$ cat src/rtl/sd_buf_pair.sv
// rtl/sd_buf_pair.sv - two-stage srdy/drdy elastic buffer: skid input stage plus registered output stage
module sd_buf_pair #(
    parameter int width = 8
) (
    input  logic             clk,
    input  logic             reset,
    input  logic             clear,
    input  logic             c_srdy,
    output logic             c_drdy,
    input  logic [width-1:0] c_data,
    output logic             p_srdy,
    input  logic             p_drdy,
    output logic [width-1:0] p_data,
    output logic [1:0]       usage
);

    logic [width-1:0] hold_q, hold_d;
    logic             hold_v_q, hold_v_d;
    logic             c_drdy_q, c_drdy_d;
    logic [width-1:0] p_data_q, p_data_d;
    logic             p_srdy_q, p_srdy_d;

    logic             c_xfer;
    logic             i_srdy;
    logic             i_drdy;
    logic [width-1:0] i_data;

    always_comb begin
        c_xfer = c_srdy & c_drdy_q;
        // The skid entry is always older than whatever is on c_data.
        i_srdy = hold_v_q | c_xfer;
        i_data = hold_v_q ? hold_q : c_data;
        i_drdy = !p_srdy_q | p_drdy;

        p_data_d = p_data_q;
        p_srdy_d = p_srdy_q;
        hold_d   = hold_q;
        hold_v_d = hold_v_q;

        if (i_srdy && i_drdy) begin
            p_data_d = i_data;
            p_srdy_d = 1'b1;
        end else if (p_drdy) begin
            p_srdy_d = 1'b0;
        end

        if (c_xfer && !i_drdy) begin
            hold_d   = c_data;
            hold_v_d = 1'b1;
        end else if (hold_v_q && i_drdy) begin
            hold_v_d = 1'b0;
        end

        if (clear) begin
            p_data_d = p_data_q;
            p_srdy_d = 1'b0;
            hold_d   = hold_q;
            hold_v_d = 1'b0;
        end

        // Ready drops while the skid is full, so capture and drain never overlap.
        c_drdy_d = !hold_v_d;
    end

    always_ff @(posedge clk or negedge reset) begin
        if (!reset) begin
            hold_q   <= '0;
            hold_v_q <= 1'b0;
            c_drdy_q <= 1'b1;
            p_data_q <= '0;
            p_srdy_q <= 1'b0;
        end else begin
            hold_q   <= hold_d;
            hold_v_q <= hold_v_d;
            c_drdy_q <= c_drdy_d;
            p_data_q <= p_data_d;
            p_srdy_q <= p_srdy_d;
        end
    end

    assign c_drdy = c_drdy_q;
    assign p_srdy = p_srdy_q;
    assign p_data = p_data_q;
    assign usage  = {1'b0, hold_v_q} + {1'b0, p_srdy_q};

endmodule

$ cat config.mk
export PLATFORM = sky130hd
export DESIGN_NAME = sd_buf_pair
export DESIGN_NICKNAME = d
export VERILOG_FILES = /design/src/rtl/sd_buf_pair.sv
export SDC_FILE = /design/constraint.sdc
export NUM_CORES = 1
export LEC_CHECK = 0
export ABC_AREA = 1
export BUFFER_PORTS_ARGS = -buffer_cell sky130_fd_sc_hd__buf_2
export CAP_MARGIN = 15
export CORE_MARGIN = 8
export CORE_UTILIZATION = 50
export CTS_CLUSTER_SIZE = 12
export DETAILED_ROUTE_END_ITERATION = 8
export GPL_ROUTABILITY_DRIVEN = 0
export GPL_TIMING_DRIVEN = 0
export PLACE_DENSITY = 0.84
export RECOVER_POWER = 50
export SLEW_MARGIN = 40
export SYNTH_ARGS = -nofsm -noshare
export SYNTH_HDL_FRONTEND = slang
export SYNTH_SLANG_ARGS = --single-unit
$ cat constraint.sdc
create_clock -name clk -period 1.4 [get_ports clk]
set_clock_uncertainty 0.15 [all_clocks]
set_input_delay 0.14 -clock clk [delete_from_list [all_inputs] [get_ports clk]]
set_output_delay 0.14 -clock clk [all_outputs]
set_load 0.1 [all_outputs]
# --- Yosys cells after proc, flatten, opt, wreduce, memory -nomap -nowiden ---
# Index checks and enable logic that the tools add are counted.
classes:
  addsub: 1
  bitwise: 4
  n_reduce_logical: 9
  n_mux: 7
ops:
  columns: ["operator", "n"]
  rows:
  - ["two-way mux 8 bit", 1]
  - ["two-way mux 1 bit", 6]
  - ["AND reduction 2 bit", 2]
  - ["logical AND 1 bit", 3]
  - ["zero test 1 bit", 3]
  - ["nonzero test 3 bit", 1]
  - ["adder 1 x 1 -> 2 bit", 1]
  - ["OR 1 bit", 2]
  - ["AND 1 bit", 1]
  - ["NOT 1 bit", 1]
totals:
  inputBits: 13
  register_bits: 19
  out_inout_bits: 12

# --- Depth between registers and ports, before layout ---
logic_depth:
  depth_word: 7
  ltp_mapped: 6
  ltp_nobuf: 5

# --- Least setup slack after synthesis ---
# Ideal clock, no wire load.
synth_timing:
  path_kind: "reg-to-output"
  startpoint: "reg p_srdy_q (netlist: p_srdy)"
  endpoint: "out usage[1]"
  stages_incl_launch_ff: 2
  t_arrival_ps: 1894
  path_slack_ps: -784
  path_cell_list: "dfrtp_1 -> ha_1"
synth_between:
  elab_chain_len: 1
synth_lines:
  columns: ["item", "line", "source"]
  rows:
  - ["start: declaration", "21", "logic p_srdy_q, p_srdy_d;"]
  - ["start signal: assignment", "77", "p_srdy_q <= p_srdy_d;"]
  - ["adder 1 x 1 -> 2 bit", "84", "assign usage = {1'b0, hold_v_q} + {1'b0, p_srdy_q};"]
  - ["end: declaration", "14", "output logic [1:0] usage"]
# Every way passes these cells.

# --- Final worst setup path ---
layout_timing:
  startpoint: "reg p_srdy_q (netlist: p_srdy)"
  endpoint: "out usage[0]"
# The elaborated chain is that of the path after synthesis.

==> metrics.md <==
| Metric | Value |
|---|---|
| CP endpoint kind | `primary output` |
| Total track usage | `~14%` |
| Setup TNS | `-0.387 ns` |
| Final nets | `170` |
| Cells after DPL | `158` |
| Synth Instances | `109` |
| Antenna Cells | `0` |
| CP Launch Point | `p_srdy$_DFFE_PN0P_` |
| Initial antenna violation count | `0` |
| Layout filler cell count | `127` |
| Reg power frac | `about two fifths` |
| Initial core utilization | `a little over half` |
| Drt via density | `5.19` |
| Reg-to-Reg End | `hold_q[0]$_DFFE_PN0P_` |
| Status | `finished, violations left` |
| Port buffer count | `24` |
| I/O Pins | `25` |
| Hold Violations, Final | `0` |
| Period utilisation layout | `112%` |
| Die ar. | `3460 um^2` |
| Clk pwr share | `16.8%` |
| Mean Syn Cell Area | `between 8 and 9 um^2` |
| R2R Setup Slk | `0.01 ns` |
| Worst Reg-to-Reg Cells | `5` |
| Slew HR | `a little under 70%` |
| DRT Pass-1 Iters | `4` |
| Core Area | `approximately 1700 um^2` |
| Mapped cell area | `just over 900 um^2` |
| Fin cells | `180` |
| Logic pwr share | `a little over two fifths` |
| Worst reg2reg startpoint | `c_drdy$_DFF_PN1_` |
| Overflow after GRT | `0` |
| Register bit count reported by yosys | `19` |
| DRC viols | `0` |
| Max Cap Viol | `0` |
| Worst setup path end | `usage[0]` |
| Worst-Skew Late Latency | `0.31 ns` |
| Die W | `just under 60 um` |
| Final setup vio count | `4` |
| Pre-CTS setup slack | `-0.0642 ns` |
| Clock transition at path regs | `~0.11 ns` |
| Via count | `approximately 930` |
| Vias in the first global route | `roughly 850` |
| Warnings, synthesis | `0` |
| Switching portion of total power | `a little under half` |
| Num CTS Buffers | `3` |
| Critical path class | `reg2out` |
| Power after layout | `1.73 mW` |
| Total wire length | `approximately 2.7 mm` |
| First-pass GRT wire length | `3.73 mm` |
| Worst Max-Slew Pin Slew | `0.490 ns` |
| F_max | `approximately 0.64 GHz` |
| Crit-path max FO | `3` |
| Net Sw Power | `a little under 0.8 mW` |
| Hold slack | `0.0534 ns` |
| Largest net degree at the start of global routing | `20` |
| Number of distinct library cells after synthesis | `15` |
| LEAKAGE | `slightly above 0.7 nW` |
| Initial detailed-routing violation count | `34` |
| Required @ worst endpoint | `around 1.1 ns` |
| Commonest non-fill, non-tap cell in the layout | `nand2_1` |
| Post-route ant nets | `0` |
| Row count | `15` |
| Worst Hold Class | `in2reg` |
| H-tree depth | `1` |
| Max clock buf depth | `2` |
| Root Driver | `clkbuf_4` |
| Share of layout cells above drive strength 1 | `approximately a third` |
| Syn_nets | `123` |
| Pins over their slew limit | `0` |
| HPWL after DPL | `~1.4 mm` |
| Most frequent cells in the layout | `nand2_1 (53), dfrtp_1 (17), nand3_1 (16)` |
| Routed WL per cell | `approximately 15 um` |
| Die Ht | `58.8 um` |
| P_int | `0.942 mW` |
| Layout area overhead | `52.3%` |
| Minimum clock period | `1.57 ns` |
| Worst IR drop on VDD | `approximately 0.00088 V` |
| CTS tree | `done` |
| Post-synthesis sequential area ratio | `a little over half` |
| PwrDens | `between 1000 and 1500 nW/um^2` |
| Failing checks | `setup timing` |
| Worst setup SP type | `flip-flop` |
| # clock sinks | `19` |
| Data arrival, critical path | `about 1.3 ns` |
| Unrepaired setup endpoints after global routing | `true` |
| Final Worst Setup Slack | `-0.168 ns` |
==> cells by family (layout without fill, tap and decap cells) <==
| kind of cell | after synthesis | in the layout | share of synthesized area [%] |
|---|---|---|---|
| AO/OA/AOI/OAI | 2 | 2 | 1.50 |
| adder cells (fa/ha/maj) | 1 | 1 | 1.37 |
| flip-flops | 19 | 19 | 52.0 |
| AND/OR/NAND/NOR | 80 | 83 | 41.4 |
| buffers and inverters | 7 | 50 | 3.69 |
==> critical path, cell delays in order, from the launching register on <==
cell and delay (ns):
dfrtp_4 0.52, ha_4 0.28, buf_12 0.16
==> synth_stat cells <==
master / n / share of area, %
a21oi_2: 1 / 0.96
buf_6: 1 / 1.2
dfrtp_1: 18 / 49
dfstp_2: 1 / 2.9
ha_1: 1 / 1.4
inv_1: 4 / 1.6
inv_2: 2 / 0.82
nand2_1: 58 / 24
nand2_4: 1 / 1.2
nand2_8: 1 / 2.2
nand3_1: 16 / 8.7
nand3_4: 2 / 3.8
nor2_1: 1 / 0.41
nor2_4: 1 / 1.2
o21ai_0: 1 / 0.55
==> state kept, by name, summed over array words and instances, names as in the netlist <==
name and flops:
c_drdy 1, hold_q 8, hold_v_q 1, p_data 8
p_srdy 1
==> what timing repair did <==
item	in CTS	in global routing
gates resized for setup	12	18
cloned	0	3
endpoints found under the hold margin	28	0
hold buffers	10	0
setup buffers	1	4
endpoints found under the setup margin	4	26
pin swaps	1	4
==> metal layers <==
metal / up-vias / GRT usage [%] / wire length [um]
met1: 444 / 16.1 / 1110
met5: - / 0 / 0
met3: 10 / 3.04 / 155
li1: 442 / - / -
met4: 0 / 6.14 / 113
met2: 38 / 23.7 / 1360
==> stage by stage <==
| stage | instance area [um^2] | util, % |
|---|---|---|
| after floorplan | 950 | - |
| after CTS | 1280 | 74.1 |
| after global routing | 1400 | 80.8 |
| after detailed placement | 1100 | 63.8 |
| final | 1400 | 80.8 |
| after global placement | 1100 | 63.8 |
==> worst min path at each step <==
stage / slack, ns / endpoint / start / cells after the start
floorplan: -0.31 / hold_q[0]$_DFFE_PN0P_ / reset / 0
global placement: -0.06 / hold_v_q$_DFF_PN0_ / reset / 1
detailed placement: -0.05 / hold_v_q$_DFF_PN0_ / reset / 1
CTS: 0.06 / c_drdy$_DFF_PN1_ / c_srdy / 4
global route: 0.09 / hold_q[2]$_DFFE_PN0P_ / p_drdy / 5
finish: 0.05 / hold_q[5]$_DFFE_PN0P_ / p_drdy / 5
==> final cells by class <==
cell class                      count  area [um^2]  share of cell area (%)
Multi-Input combinational cell     86          489                    35.1
Sequential cell                    19          484                    34.7
Buffer                              1         11.3                   0.807
Inverter                            6         37.5                    2.69
Clock buffer                        4         26.3                    1.88
Tap cell                           25         31.3                    2.24
Timing Repair Buffer               39          315                    22.6
==> power groups by stage <==
stage | Clock [mW] | Sequential (mW) | Combinational [mW]
after detailed placement | 0 | 0.721 | 0.612
after global routing | 0.310 | 0.726 | 0.760
after global placement | 0 | 0.716 | 0.603
after CTS | 0.283 | 0.708 | 0.658
after floorplan | 0 | 1.04 | 0.176
final | 0.292 | 0.715 | 0.725
Note: power is estimated with default switching activity, not from simulation.
